`config.mk`:
```
export PLATFORM = sky130hd
export DESIGN_NAME = if_fetch_unit
export DESIGN_NICKNAME = d
export VERILOG_FILES = /design/src/rtl/if_fetch_unit.sv
export SDC_FILE = /design/constraint.sdc
export NUM_CORES = 1
export LEC_CHECK = 0
export ABC_AREA = 0
export BUFFER_PORTS_ARGS = -buffer_cell sky130_fd_sc_hd__buf_2
export CORE_MARGIN = 1.5
export CORE_UTILIZATION = 50
export CTS_CLUSTER_SIZE = 12
export DETAILED_ROUTE_END_ITERATION = 12
export PLACE_DENSITY = 0.8
export RECOVER_POWER = 100
export SLEW_MARGIN = 10
export SYNTH_ARGS = -nofsm -noshare
export SYNTH_HDL_FRONTEND = slang
export SYNTH_SLANG_ARGS = --single-unit
```
`constraint.sdc`:
```
create_clock -name clk -period 8.6 [get_ports clk]
set_input_delay 1.72 -clock clk [delete_from_list [all_inputs] [get_ports clk]]
set_output_delay 1.72 -clock clk [all_outputs]
set_load 0.02 [all_outputs]
```
`src/rtl/if_fetch_unit.sv`:
```
// ============================================================================
// Module   : if_fetch_unit
// Brief    : LEGv8 instruction-fetch stage: PC register, next-PC select and
//            IF/ID pipeline register with stall, redirect, flush and counter.
// Revision : 1.0
// ============================================================================
`default_nettype none

module if_fetch_unit #(
    parameter logic [63:0] RESET_PC = 64'h0,
    parameter logic [31:0] NOP_INST = 32'hD503201F,
    parameter int          CNT_W    = 32
) (
    input  logic             clk,
    input  logic             rst,
    input  logic             stall,
    input  logic             flush,
    input  logic             br_taken,
    input  logic [63:0]      br_target,
    output logic [63:0]      pc,
    input  logic [31:0]      inst_in,
    output logic [63:0]      ifid_pc,
    output logic [31:0]      ifid_inst,
    output logic             ifid_valid,
    output logic [CNT_W-1:0] fetch_cnt
);

    logic [63:0]      r_pc;
    logic [63:0]      r_ifid_pc;
    logic [31:0]      r_ifid_inst;
    logic             r_ifid_valid;
    logic [CNT_W-1:0] r_fetch_cnt;

    logic [63:0]      w_pc_plus4;
    logic             w_capture;
    logic             w_bubble;
    logic             w_cnt_full;

    assign w_pc_plus4 = r_pc + 64'd4;
    assign w_capture  = ~br_taken & ~stall & ~flush;
    // A redirect always squashes; a flush squashes even while stalled.
    assign w_bubble   = br_taken | flush;
    assign w_cnt_full = &r_fetch_cnt;

    always_ff @(posedge clk or posedge rst) begin
        if (rst) begin
            r_pc <= RESET_PC;
        end else if (br_taken) begin
            r_pc <= {br_target[63:2], 2'b00};
        end else if (!stall) begin
            r_pc <= w_pc_plus4;
        end
    end

    always_ff @(posedge clk or posedge rst) begin
        if (rst) begin
            r_ifid_pc    <= 64'h0;
            r_ifid_inst  <= NOP_INST;
            r_ifid_valid <= 1'b0;
        end else if (w_bubble) begin
            r_ifid_pc    <= 64'h0;
            r_ifid_inst  <= NOP_INST;
            r_ifid_valid <= 1'b0;
        end else if (w_capture) begin
            r_ifid_pc    <= r_pc;
            r_ifid_inst  <= inst_in;
            r_ifid_valid <= 1'b1;
        end
    end

    always_ff @(posedge clk or posedge rst) begin
        if (rst) begin
            r_fetch_cnt <= '0;
        end else if (w_capture && !w_cnt_full) begin
            r_fetch_cnt <= r_fetch_cnt + 1'b1;
        end
    end

    assign pc         = r_pc;
    assign ifid_pc    = r_ifid_pc;
    assign ifid_inst  = r_ifid_inst;
    assign ifid_valid = r_ifid_valid;
    assign fetch_cnt  = r_fetch_cnt;

endmodule

`default_nettype wire
```
==> load_flow_metrics.sql, run 1 <==
INSERT INTO impl_metrics (metric_group, metric, value, unit) VALUES
('clock_tree', 'cts_root_buf', 'clkbuf_16', ''),
('clock_tree', 'tritoncts_clock_tree', 'built', ''),
('clock_tree', 'numCtsBuffers', '17', ''),
('setup_path', 'required', '8.92', 'ns'),
('sta', 'grt_setup_unrepaired', 'no', ''),
('hold_path', 'holdPathStages', '2', ''),
('cells_and_area', 'layout.cell_area.non_filler', '10600', 'sq um'),
('clock_tree', 'cts_sinks', '189', ''),
('floorplan', 'core-area', '16700', 'sq um'),
('grt', 'grt_first_pass_wirelength', '38630', 'um'),
('sta', 'finalSetupViolCount', '0', ''),
('yosys', 'ys_top_cells_by_area', 'dfrtp_1, a22o_1, dfstp_2, xor2_1, nand2_1', ''),
('yosys', 'synth_seq_area_share', '55.01', '%'),
('pwr', 'power-per-cell-area', '201.0', 'nW/um^2'),
('drt', 'route.met3.wl', '1981', 'um'),
('grt', 'grt_start_max_net_pins', '112', ''),
('pwr', 'max-vdd-ir-drop', '0.1489', 'mV'),
('yosys', 'post_synth_inst_count', '804', ''),
('cells_and_area', 'fill_cells', '1498', ''),
('outcome', 'violations', 'capacitance limit, slew limit', ''),
('outcome', 'outcome', 'finished with violations', ''),
('clock_tree', 'h-tree-depth', '4', ''),
('yosys', 'yosys_warnings', '0', ''),
('job', 'drv.max_cap_violation_count', '3', ''),
('cells_and_area', 'layout-drive-gt1-share', '15.24', '%'),
('hold_path', 'hold_path_startpoint', 'ifid_pc[37]', ''),
('grt', 'antenna_found_initial', '2', ''),
('clock_tree', 'clock_latency', '0.43', 'ns'),
('drt', 'routedLengthMet1', '10290', 'um'),
('placed_design', 'dpl_cell_area', '10230', 'sq um'),
('setup_path', 'r2r_start', 'pc[4]', ''),
('drt', 'drt.antenna.violating_nets', '0', ''),
('cells_and_area', 'multi_input_area', '3659', 'sq um'),
('drt', 'route.detailed.vias_per_inst', '5.764', ''),
('hold_path', 'hold_end', 'ifid_pc[37]', ''),
('yosys', 'synth_largest_type_area_fraction', '51.05', '%'),
('yosys', 'synth_area_leader_cell', 'dfrtp_1', ''),
('setup_path', 'timing.critical_path.buf_inv', '3', ''),
('pwr', 'power.static_leakage', '4.555', 'nW'),
('floorplan', 'number_of_core_rows', '47', ''),
('grt', 'globalRouteOverflowTotal', '0', ''),
('clock_tree', 'cts.clk_slew.worst_paths', '0.07', 'ns'),
('hold_path', 'hp-class', 'register to register', ''),
('cells_and_area', 'nNetsFinal', '1179', ''),
('yosys', 'syn-mean-instance-area', '10.73', 'sq um'),
('placed_design', 'detailedPlacementHpwl', '17130', 'um'),
('floorplan', 'start_util', '51.66', '%'),
('yosys', 'synth_area', '8627', 'sq um'),
('floorplan', 'io-pin-count', '294', ''),
('drt', 'detail_route.iter0.violations', '501', ''),
('floorplan', 'die_height', '134.4', 'um'),
('sta', 'post-route-min-period', '5.545', 'ns'),
('setup_path', 'cpLargestDelayFamily', 'buffers and inverters', ''),
('setup_path', 'critPathLaunchType', 'input port', ''),
('sta', 'post-route-period-util', '64.48', '%'),
('drt', 'met2WireLength', '11900', 'um'),
('grt', 'first_global_vias', '7280', ''),
('sta', 'relSlewSlack', '-221.5', '%'),
('clock_tree', 'holdBufCountCts', '0', ''),
('cells_and_area', 'final-seq-area', '4746', 'sq um'),
('yosys', 'synthDistinctLibCells', '53', ''),
('sta', 'report.final.hold_viol_count', '0', ''),
('grt', 'grtUsageTotal', '27.35', '%'),
('cells_and_area', 'syn2layout_area_growth', '22.84', '%'),
('clock_tree', 'cts_resized', '0', ''),
('sta', 'clock-skew-final', '0.01201', 'ns'),
('yosys', 'synth_seq_cells', '189', ''),
('placed_design', 'placer_congestion', '0.8623', ''),
('sta', 'final_count_of_pins_violating_max_slew', '248', ''),
('sta', 'max_clock_freq', '180.3', 'MHz'),
('setup_path', 'critPathArrivalTime', '5.86', 'ns');
cell usage after synthesis (17+ instances only):
| cell | number |
|---|---|
| and3_1 | 17 |
| dfrtp_1 | 176 |
| xor2_1 | 36 |
| xnor2_1 | 30 |
| o21ai_0 | 53 |
| nand4_1 | 38 |
| nand3_1 | 43 |
| nor2_1 | 36 |
| clkbuf_1 | 32 |
| nand2_1 | 83 |
| a31oi_1 | 18 |
| a22o_1 | 75 |
area by class of cell:
class | count | share of cell area [%]
Inverter | 12 | 0.4368
Timing Repair Buffer | 295 | 11.82
Sequential cell | 189 | 44.78
Tap cell | 220 | 2.597
Clock inverter | 14 | 1.724
Clock buffer | 18 | 4.050
Multi-Input combinational cell | 561 | 34.52
Antenna cell | 3 | 0.07084
layer usage:
layer	track usage, %	up-vias
met5	0	-
met4	10.10	2
met3	5.933	48
met2	44.84	335
met1	35.83	3662
li1	-	3516
sequential cells by signal, indices dropped and copies added, names as in the netlist:
name        flops
pc             62
fetch_cnt      32
ifid_pc        62
ifid_valid      1
ifid_inst      32
worst max path at each step:
stage,startpoint,to,cells past startpoint
after floorplan,rst,fetch_cnt[0],1
after global routing,rst,ifid_pc[60],3
after detailed placement,stall,pc[45],6
after CTS,stall,pc[45],6
after global placement,stall,pc[45],6
final,br_taken,ifid_pc[30],6
kinds of logic after synthesis:
kind of cell	Yosys count	synth area share, %
and+or+nand+nor	307	19.71
xor gates and xnor gates	66	6.700
DFF	189	55.01
buffers and inverters	57	2.712
AOI/OAI and AO/OA	177	14.92
other	1	0.04347
adders and majority gates	2	0.2900
muxes	5	0.6091
worst reg2reg max path, stage by stage, from the launching register on:
cell and delay [ns]:
dfrtp_1 0.54, nand4b_1 0.24, nor2_1 0.68, nand4_1 0.57
or4_1 0.57, a31oi_1 0.18
power breakdown:
part | leakage, nW | internal, mW | total (mW) | switching, mW
logic | 1.83 | 0.0897 | 0.277 | 0.187
registers | 2.43 | 0.944 | 1.02 | 0.0776
clock network | 0.293 | 0.466 | 0.832 | 0.366
through the flow:
step,utilization (%),hold slack [ns],setup WS (ns),instances
global placement,61.28,0.4574,4.310,1277
detailed placement,61.28,0.4653,4.280,1277
CTS,64.95,0.4807,4.712,1309
floorplan,-,0.5769,1.759,807
finish,63.46,0.4784,3.055,1312
global route,63.41,0.5186,2.479,1309
Power figures use the tool's default switching activity.
==> run 2, diff against run 1 <==
==> constraint.sdc (replaced) <==
create_clock -name clk -period 5.55 [get_ports clk]
set_input_delay 1.11 -clock clk [delete_from_list [all_inputs] [get_ports clk]]
set_output_delay 1.11 -clock clk [all_outputs]
set_load 0.02 [all_outputs]
==> run 2 against run 1 <==
The flow still finishes with violations (capacitance limit, slew limit). Combinational power rose by 53%. Sequential power rose by 56%. Via count rose by 0.26%. Power rose by 56%. Utilization rose by 0.10 points. Final cell count fell by 0.15%. Clock skew rose by 0.00097 ns. Register-to-register slack got worse by 3.4 ns.
==> load_flow_metrics.sql, run 2 (synthesis gave the netlist of run 1 again) <==
INSERT INTO impl_metrics (metric_group, metric, value, unit) VALUES
('outcome', 'violations', 'capacitance limit, slew limit', ''),
('clock_tree', 'clock_latency', '0.43', 'ns'),
('cells_and_area', 'most-common-layout-cells', 'clkbuf_1, dfrtp_1, buf_2', ''),
('pwr', 'power.static_leakage', '4.571', 'nW'),
('grt', 'grt_first_pass_wirelength', '38310', 'um'),
('hold_path', 'hold_end', 'ifid_pc[59]', ''),
('pwr', 'power-per-cell-area', '313.2', 'nW/um^2'),
('sta', 'final_count_of_pins_violating_max_slew', '108', ''),
('clock_tree', 'numCtsBuffers', '17', ''),
('setup_path', 'critical_path_class', 'input port to register', ''),
('floorplan', 'core-area', '16700', 'sq um'),
('setup_path', 'critPathLaunchType', 'input port', ''),
('cells_and_area', 'antenna-diode-count', '0', ''),
('setup_path', 'worst-path-max-fanout', '69', ''),
('floorplan', 'die_height', '134.4', 'um'),
('cells_and_area', 'fill_cells', '1460', ''),
('sta', 'post-route-period-util', '68.98', '%'),
('setup_path', 'r2r_start', 'pc[30]', ''),
('clock_tree', 'tritoncts_clock_tree', 'built', ''),
('floorplan', 'die_area', '18050', 'sq um'),
('cells_and_area', 'layout.cells.most_common', 'clkbuf_1', ''),
('setup_path', 'worstReg2RegEnd', 'pc[45]', ''),
('sta', 'max_clock_freq', '261.2', 'MHz'),
('clock_tree', 'holdBufCountCts', '0', ''),
('cells_and_area', 'final-seq-area', '4746', 'sq um'),
('floorplan', 'die_width', '134.4', 'um'),
('cells_and_area', 'nNetsFinal', '1180', ''),
('setup_path', 'endpoint_kind', 'register', ''),
('placed_design', 'detailedPlacementHpwl', '17150', 'um'),
('setup_path', 'required', '5.90', 'ns'),
('drt', 'detail_route.iter0.violations', '465', ''),
('floorplan', 'number_of_core_rows', '47', ''),
('setup_path', 'timing.reg2reg.worst_path_depth', '5', ''),
('grt', 'grtUsageTotal', '26.99', '%'),
('drt', 'drt.antenna.violating_nets', '0', ''),
('grt', 'grt_start_max_net_pins', '93', ''),
('placed_design', 'port_buffers', '287', ''),
('pwr', 'report.power.total', '3.324', 'mW'),
('sta', 'clock-skew-final', '0.01298', 'ns'),
('grt', 'antenna_found_initial', '1', ''),
('cells_and_area', 'multi_input_area', '3645', 'sq um'),
('sta', 'report.final.hold_viol_count', '0', ''),
('sta', 'finalSetupViolCount', '0', ''),
('sta', 'post-route-min-period', '3.828', 'ns'),
('sta', 'grt_setup_unrepaired', 'no', ''),
('floorplan', 'io-pin-count', '294', ''),
('hold_path', 'hp-class', 'register to register', ''),
('cells_and_area', 'layout-drive-gt1-share', '14.86', '%'),
('job', 'drv.max_cap_violation_count', '3', ''),
('drt', 'route.final.wire_length', '24390', 'um'),
('clock_tree', 'cts_resized', '0', ''),
('grt', 'first_global_vias', '7319', ''),
('clock_tree', 'cts-root-to-sink-buffers', '2', ''),
('grt', 'globalRouteOverflowTotal', '0', ''),
('clock_tree', 'cts_setup_buffers', '0', ''),
('placed_design', 'placer_congestion', '0.8398', ''),
('clock_tree', 'h-tree-depth', '4', ''),
('clock_tree', 'cts_root_buf', 'clkbuf_16', ''),
('cells_and_area', 'syn2layout_area_growth', '23.05', '%'),
('sta', 'worst_slew_pin_slew', '1.930', 'ns'),
('sta', 'finalSetupTns', '0', 'ns'),
('setup_path', 'r2r_setup_slack', '2.30', 'ns'),
('pwr', 'max-vdd-ir-drop', '0.2100', 'mV'),
('setup_path', 'critPathArrivalTime', '4.18', 'ns'),
('sta', 'relSlewSlack', '-29.39', '%'),
('drt', 'vias', '7583', ''),
('clock_tree', 'cts_sinks', '189', ''),
('drt', 'firstDrtPassIters', '5', ''),
('drt', 'post-route-drc-count', '0', ''),
('drt', 'route.detailed.vias_per_inst', '5.789', ''),
('clock_tree', 'cts.clk_slew.worst_paths', '0.07', 'ns'),
('outcome', 'outcome', 'finished with violations', ''),
('drt', 'wl_per_cell', '18.62', 'um'),
('hold_path', 'hold_path_startpoint', 'ifid_pc[59]', ''),
('hold_path', 'holdPathStages', '2', ''),
('floorplan', 'start_util', '51.66', '%');
-- run 2: cell count changes in the layout (fill, tap and decap cells not counted), moves of 2 or more --
cell      change
buf_2         -2
diode_2       -3
inv_8         -2
clkbuf_8      +2
buf_4         -2
clkbuf_1      +3
-- run 2: final cells by class --
cell class	instances	share of cell area [%]
Clock inverter	12	1.721
Clock buffer	20	4.302
Timing Repair Buffer	296	11.90
Sequential cell	189	44.71
Inverter	12	0.4361
Multi-Input combinational cell	561	34.34
Tap cell	220	2.593
-- run 2: worst max-delay path, stage by stage --
cell,delay [ns]
clkbuf_1,0.36
nor3_1,1.14
clkbuf_2,1.24
a22o_1,0.27
-- run 2: routing by layer --
metal	GRT usage (%)	vias to the layer above	wire, um	part of all wire, %
li1	-	3513	-	-
met1	35.53	3686	10180	42
met2	43.96	324	11730	48
met3	5.631	58	1768	7.2
met4	10.51	2	696	2.9
met5	0	-	7	0.029
-- run 2: stage by stage --
stage | util (%) | hold slack [ns] | area, sq um | worst slack, ns | instances
finish | 63.56 | 0.4824 | 10620 | 1.722 | 1310
global route | 63.56 | 0.5037 | 10620 | 1.531 | 1310
CTS | 65.22 | 0.4808 | 10890 | 2.221 | 1310
detailed placement | 61.39 | 0.4677 | 10250 | 1.814 | 1278
global placement | 61.39 | 0.4588 | 10250 | 1.946 | 1278
floorplan | - | 0.5769 | 8642 | 2.016 | 807
-- run 2: worst max path at each step --
stage,startpoint,to,slack (ns),depth (start not counted)
4_1_cts,stall,pc[45],2.22,6
6_report,stall,ifid_pc[36],1.72,4
5_1_grt,stall,fetch_cnt[2],1.53,5
2_1_floorplan,rst,fetch_cnt[0],2.02,1
3_3_place_gp,stall,pc[45],1.95,6
3_5_place_dp,stall,pc[45],1.81,6
-- run 2: report_power, final --
| group | leakage (nW) | switching [mW] | internal (mW) |
|---|---|---|---|
| logic | 1.83 | 0.285 | 0.139 |
| registers | 2.43 | 0.124 | 1.46 |
| clock network | 0.309 | 0.530 | 0.784 |
